**config.mk**
```make
export PLATFORM = sky130hd
export DESIGN_NAME = axi4_master_burst
export DESIGN_NICKNAME = d
export VERILOG_FILES = /design/src/rtl/axi4_master_burst.sv
export SDC_FILE = /design/constraint.sdc
export NUM_CORES = 1
export LEC_CHECK = 0
export ABC_AREA = 1
export CORE_MARGIN = 5
export CORE_UTILIZATION = 42
export CTS_BUF_LIST = sky130_fd_sc_hd__clkbuf_16
export CTS_CLUSTER_DIAMETER = 80
export DETAILED_ROUTE_END_ITERATION = 8
export GPL_TIMING_DRIVEN = 0
export HOLD_SLACK_MARGIN = 0.05
export PLACE_DENSITY = 0.88
export SLEW_MARGIN = 10
export SYNTH_ARGS = -nofsm -noshare
export SYNTH_HDL_FRONTEND = slang
export SYNTH_SLANG_ARGS = --single-unit
export TNS_END_PERCENT = 30
```
**constraint.sdc**
```tcl
create_clock -name ACLK -period 3.85 [get_ports ACLK]
set_clock_uncertainty 0.15 [all_clocks]
set_input_delay 0.5775 -clock ACLK [delete_from_list [all_inputs] [get_ports ACLK]]
set_output_delay 0.5775 -clock ACLK [all_outputs]
set_load 0.01 [all_outputs]
```
**src/rtl/axi4_master_burst.sv**
```systemverilog
// rtl/axi4_master_burst.sv - single-command AXI4 INCR burst initiator (write or read)
module axi4_master_burst #(
    parameter int DATA_WIDTH = 32,
    parameter int ADDR_WIDTH = 16
) (
    input  logic                  ACLK,
    input  logic                  ARESETn,
    input  logic                  cmd_valid,
    output logic                  cmd_ready,
    input  logic                  cmd_write,
    input  logic [ADDR_WIDTH-1:0] cmd_addr,
    input  logic [7:0]            cmd_len,
    input  logic [2:0]            cmd_size,
    input  logic [DATA_WIDTH-1:0] wdata_in,
    input  logic                  wdata_valid,
    output logic                  wdata_ready,
    output logic [DATA_WIDTH-1:0] rdata_out,
    output logic                  rdata_valid,
    input  logic                  rdata_ready,
    output logic                  done,
    output logic [1:0]            resp,
    output logic [ADDR_WIDTH-1:0] AWADDR,
    output logic [7:0]            AWLEN,
    output logic [2:0]            AWSIZE,
    output logic                  AWVALID,
    input  logic                  AWREADY,
    output logic [DATA_WIDTH-1:0] WDATA,
    output logic                  WVALID,
    output logic                  WLAST,
    input  logic                  WREADY,
    input  logic [1:0]            BRESP,
    input  logic                  BVALID,
    output logic                  BREADY,
    output logic [ADDR_WIDTH-1:0] ARADDR,
    output logic [7:0]            ARLEN,
    output logic [2:0]            ARSIZE,
    output logic                  ARVALID,
    input  logic                  ARREADY,
    input  logic [DATA_WIDTH-1:0] RDATA,
    input  logic [1:0]            RRESP,
    input  logic                  RVALID,
    input  logic                  RLAST,
    output logic                  RREADY
);
    localparam int MAX_SIZE = $clog2(DATA_WIDTH / 8);

    typedef enum logic [2:0] {IDLE, REJ, AW, W, B, AR, R} state_t;

    state_t                state_q, state_d;
    logic [ADDR_WIDTH-1:0] addr_q, addr_d;
    logic [7:0]            len_q, len_d;
    logic [2:0]            size_q, size_d;
    logic [8:0]            beat_cnt_q, beat_cnt_d;
    logic [1:0]            worst_resp_q, worst_resp_d;

    logic [13:0] span_bytes;
    logic [13:0] span_end;
    logic        cmd_illegal;
    logic        last_beat;
    logic [1:0]  r_merged;

    // A burst may not cross a 4KB page nor use beats wider than the bus.
    always_comb begin
        span_bytes  = (14'(cmd_len) + 14'd1) << cmd_size;
        span_end    = {2'b00, cmd_addr[11:0]} + span_bytes;
        cmd_illegal = (span_end > 14'd4096) || (int'(cmd_size) > MAX_SIZE);
    end

    assign last_beat = (beat_cnt_q == {1'b0, len_q});
    assign AWADDR    = addr_q;
    assign AWLEN     = len_q;
    assign AWSIZE    = size_q;
    assign ARADDR    = addr_q;
    assign ARLEN     = len_q;
    assign ARSIZE    = size_q;
    assign WDATA     = wdata_in;
    assign rdata_out = RDATA;

    always_comb begin
        state_d      = state_q;
        addr_d       = addr_q;
        len_d        = len_q;
        size_d       = size_q;
        beat_cnt_d   = beat_cnt_q;
        worst_resp_d = worst_resp_q;
        cmd_ready    = 1'b0;
        AWVALID      = 1'b0;
        WVALID       = 1'b0;
        WLAST        = 1'b0;
        wdata_ready  = 1'b0;
        BREADY       = 1'b0;
        ARVALID      = 1'b0;
        RREADY       = 1'b0;
        rdata_valid  = 1'b0;
        done         = 1'b0;
        resp         = 2'b00;
        r_merged     = worst_resp_q;
        case (state_q)
            IDLE: begin
                cmd_ready = 1'b1;
                if (cmd_valid) begin
                    addr_d       = cmd_addr;
                    len_d        = cmd_len;
                    size_d       = cmd_size;
                    beat_cnt_d   = 9'd0;
                    worst_resp_d = 2'b00;
                    if (cmd_illegal)    state_d = REJ;
                    else if (cmd_write) state_d = AW;
                    else                state_d = AR;
                end
            end
            REJ: begin
                done    = 1'b1;
                resp    = 2'b10;
                state_d = IDLE;
            end
            AW: begin
                AWVALID = 1'b1;
                if (AWREADY) state_d = W;
            end
            W: begin
                WVALID      = wdata_valid;
                wdata_ready = WREADY;
                WLAST       = last_beat;
                if (wdata_valid && WREADY) begin
                    beat_cnt_d = beat_cnt_q + 9'd1;
                    if (last_beat) state_d = B;
                end
            end
            B: begin
                BREADY = 1'b1;
                if (BVALID) begin
                    done    = 1'b1;
                    resp    = BRESP;
                    state_d = IDLE;
                end
            end
            AR: begin
                ARVALID = 1'b1;
                if (ARREADY) state_d = R;
            end
            R: begin
                RREADY      = rdata_ready;
                rdata_valid = RVALID;
                if (RVALID && rdata_ready) begin
                    beat_cnt_d   = beat_cnt_q + 9'd1;
                    r_merged     = (RRESP > worst_resp_q) ? RRESP : worst_resp_q;
                    worst_resp_d = r_merged;
                    if (RLAST || last_beat) begin
                        done    = 1'b1;
                        // A slave ending the burst short is reported as at least SLVERR.
                        resp    = (RLAST && !last_beat && r_merged < 2'b10) ? 2'b10 : r_merged;
                        state_d = IDLE;
                    end
                end
            end
            default: state_d = IDLE;
        endcase
    end

    always_ff @(posedge ACLK or negedge ARESETn) begin
        if (!ARESETn) begin
            state_q      <= IDLE;
            addr_q       <= '0;
            len_q        <= '0;
            size_q       <= '0;
            beat_cnt_q   <= '0;
            worst_resp_q <= '0;
        end else begin
            state_q      <= state_d;
            addr_q       <= addr_d;
            len_q        <= len_d;
            size_q       <= size_d;
            beat_cnt_q   <= beat_cnt_d;
            worst_resp_q <= worst_resp_d;
        end
    end
endmodule

```
==> run_results.csv <==
group,metric,value,unit
min_path,hold_path.class,"flip-flop to flip-flop",
timing,max_clock_freq,0.270,GHz
layout,insertedDiodeCount,0,
pwr,p_per_area,533,mW/mm2
route,drc,0,
worst_setup_path,end_kind,"flip-flop",
logic_synthesis,yosysTopAreaCell,"dfrtp_1",
status,status,"complete, no violations",
logic_synthesis,yosysSeqAreaShare,25.5,%
logic_synthesis,yosys-top-cells-area,"dfrtp_1 (26%), buf_4 (17%), nand2_1 (16%)",
logic_synthesis,netlist_top_cells_count,"nand2_1 (174), buf_4 (92), inv_1 (81), nor2_1 (42), dfrtp_1 (41)",
timing,max_slew_margin,68.0,%
placement,placed_area,0.00592,mm2
timing,tightest_slew,480,ps
clock_network,cts_buffers,5,
worst_setup_path,cp_slowest_cell,"clkdlybuf4s50_1",
logic_synthesis,synth_most_common_cell,"nand2_1",
worst_setup_path,cp_max_fo,10,
layout,nNetsFinal,923,
floorplan,die_area,0.0116,mm2
pwr,finalPower,3.37,mW
logic_synthesis,synth-main-ff-cell,"dfrtp_1",
route,first_pass_iters,5,
worst_setup_path,critPathKind,"primary input to flip-flop",
worst_setup_path,start_kind,"primary input",
logic_synthesis,synth_nets,731,
layout,drive_gt1_share,22.4,%
grt,grt_pass1_wl,19200,um
route,num_vias,4407,
logic_synthesis,ys_ff_latch,41,
timing,hold_viol,0,
grt,grt_usage,20.1,%
logic_synthesis,synth-warning-count,0,
logic_synthesis,synth.distinct_cells,38,
layout,area_delta_synth_final,57.4,%
floorplan,rows,35,
floorplan,fp.dieH,108,um
timing,fin_crit_sh,96.2,%
timing,slew_violations,0,
route,wl_per_cell,14.1,um
route,ant_nets,0,
logic_synthesis,syn_area,0.00402,mm2
clock_network,cts_sinks,41,
grt,grt_pass1_vias,4009,
pwr,p_leak,3.12,nW
placement,gp_congestion,0.881,
pwr,irDropWorstVdd,222,uV
route,drt_wl_total,13000,um
timing,finalSetupViolations,0,
clock_network,cts.clk_slew.worst_paths,60,ps
timing,fin_crit,3700,ps
worst_setup_path,cp_common_cell,"nand3_1",
grt,overflow,0,
clock_network,clockBufferDepth,2,
logic_synthesis,syn_avg_cell_area,6.65,um2
clock_network,cts_tree,"yes",
logic_synthesis,syn_inst,605,
layout,fin_util,68.2,%
logic_synthesis,async_reset_ff_share,100,%
layout,fill_cells,801,
clock_network,worstSkewPairLatency,280,ps
route,vias_per_cell,4.75,
floorplan,core_area,0.00928,mm2
floorplan,num_io_pins,237,
floorplan,die_x,108,um
clock_network,htree_levels,2,
worst_setup_path,cp_slowest_stage_delay,570,ps
clock_network,root_buffer,"clkbuf_16",
route,dr.first_iter.drc_count,250,
floorplan,start_util,43.3,%
flow_run,maxCapViolCount,0,
worst_setup_path,cp.required,3870,ps
timing,setup_tns,0,ps
worst_setup_path,worstPathArrival,3730,ps
logic_synthesis,synth_edf_count,0,
placement,dp_hpwl,10700,um
grt,antenna_found_initial,0,
grt,grt_max_degree,30,
layout,design_area,0.00633,mm2
placement,port_buffers,172,
worst_setup_path,crit_chain,"clkdlybuf4s50_1 -> buf_2 -> nor4_2 -> ha_2 -> fa_1 -> or2_2 -> nor2_1 -> nand3_1 -> nor2_1 -> nand3_1 -> nor3_2 -> nand3_1 -> nand2_2 -> nand4_1 -> nand3_1 -> nand2_1",
logic_synthesis,synth_top_area_share,25.5,%
==> sequential cells by signal, indices dropped and copies added (netlist names) <==
name / flops
state_q: 3
ARLEN: 8
worst_resp_q: 2
beat_cnt_q: 9
ARSIZE: 3
ARADDR: 16
==> worst max-delay path: cells and delay by family <==
| family | cells | cell delay (ps) |
|---|---|---|
| buffers and inverters | 2 | 830 |
| adders and majority gates | 2 | 650 |
| and+or+nand+nor | 12 | 1660 |
==> layout make-up <==
class	instances	area (um2)	share of cell area (%)
Buffer	101	753	11.9
Tap cell	129	161	2.55
Clock inverter	3	17.5	0.277
Inverter	87	332	5.24
Multi-Input combinational cell	376	2080	32.9
Timing Repair Buffer	185	1830	28.9
Clock buffer	5	125	1.98
Sequential cell	41	1030	16.2
==> metrics by stage <==
step | std cells | hold WS, ps | worst slack (ps)
finish | 927 | 343 | 146
floorplan | 605 | 132 | 660
detailed placement | 907 | 328 | -481
CTS | 920 | 343 | 3.04
global placement | 906 | 318 | -384
global route | 927 | 371 | -54.3
==> final timing paths <==
check | startpoint | end | slack, ps | cells past startpoint
min in group asynchronous | ARESETn | ARADDR[7]$_DFFE_PN0P_ | 570 | 2
max in group asynchronous | ARESETn | ARADDR[1]$_DFFE_PN0P_ | 2510 | 3
min | worst_resp_q[1]$_DFFE_PN0P_ | worst_resp_q[1]$_DFFE_PN0P_ | 340 | 2
max reg2reg | beat_cnt_q[7]$_DFFE_PN0P_ | state_q[2]$_DFFE_PN0P_ | 1680 | 14
max | cmd_size[1] | state_q[0]$_DFFE_PN0P_ | 150 | 16
min reg2reg | worst_resp_q[1]$_DFFE_PN0P_ | worst_resp_q[1]$_DFFE_PN0P_ | 340 | 2
==> what timing repair did <==
action	in CTS	in global routing
endpoints found under the hold margin	12	0
resized for setup	5	65
hold buffers	1	0
setup buffers	4	7
setup endpoints to repair	3	3
pin swaps	5	28
==> cell usage in the layout, fill, tap and decap left out, types with 4 or more instances in the layout <==
master / netlist / routed
ha_1: 18 / 14
clkbuf_16: 0 / 5
o21ai_0: 26 / 13
nor2_2: 1 / 5
o21ai_1: 11 / 18
clkdlybuf4s50_1: 0 / 167
inv_1: 81 / 79
nand2_1: 174 / 165
dfrtp_1: 41 / 41
nor2_1: 42 / 36
nand3_1: 29 / 24
o22ai_1: 4 / 4
inv_2: 4 / 6
nand4_1: 10 / 10
nand2_2: 0 / 8
a21oi_1: 17 / 14
nor3_1: 7 / 5
nor3_2: 2 / 4
o21ai_2: 2 / 8
buf_4: 92 / 103
buf_2: 2 / 4
xnor2_1: 4 / 4
nand3_2: 0 / 5
==> metal layers <==
layer  routed length, um  GRT usage [%]  vias to the layer above
met2                7050           36.7                      162
met3                 817           3.36                       20
met1                5000           25.0                     2022
li1                    -              -                     2203
met5                   0              0                        -
met4                 157           3.25                        0
==> power by group <==
part	switching (mW)	total (mW)	internal (mW)	leakage, nW
Sequential	0.170	0.767	0.597	0.524
Clock	0.175	0.414	0.238	0.0712
Combinational	1.04	2.19	1.16	2.52
Total	1.38	3.37	1.99	3.12
==> cell families (layout without fill, tap and decap cells) <==
logic type	count (synthesis)	count (layout)	share of synthesized area (%)
AO/OA/AOI/OAI	69	69	9.55
XOR/XNOR	9	9	1.96
adder cells (fa/ha/maj)	19	19	6.10
buffers and inverters	188	381	26.9
flip-flops	41	41	25.5
multiplexers	3	3	0.747
AND/OR/NAND/NOR	276	276	29.2
(Power assumes the default switching activity.)
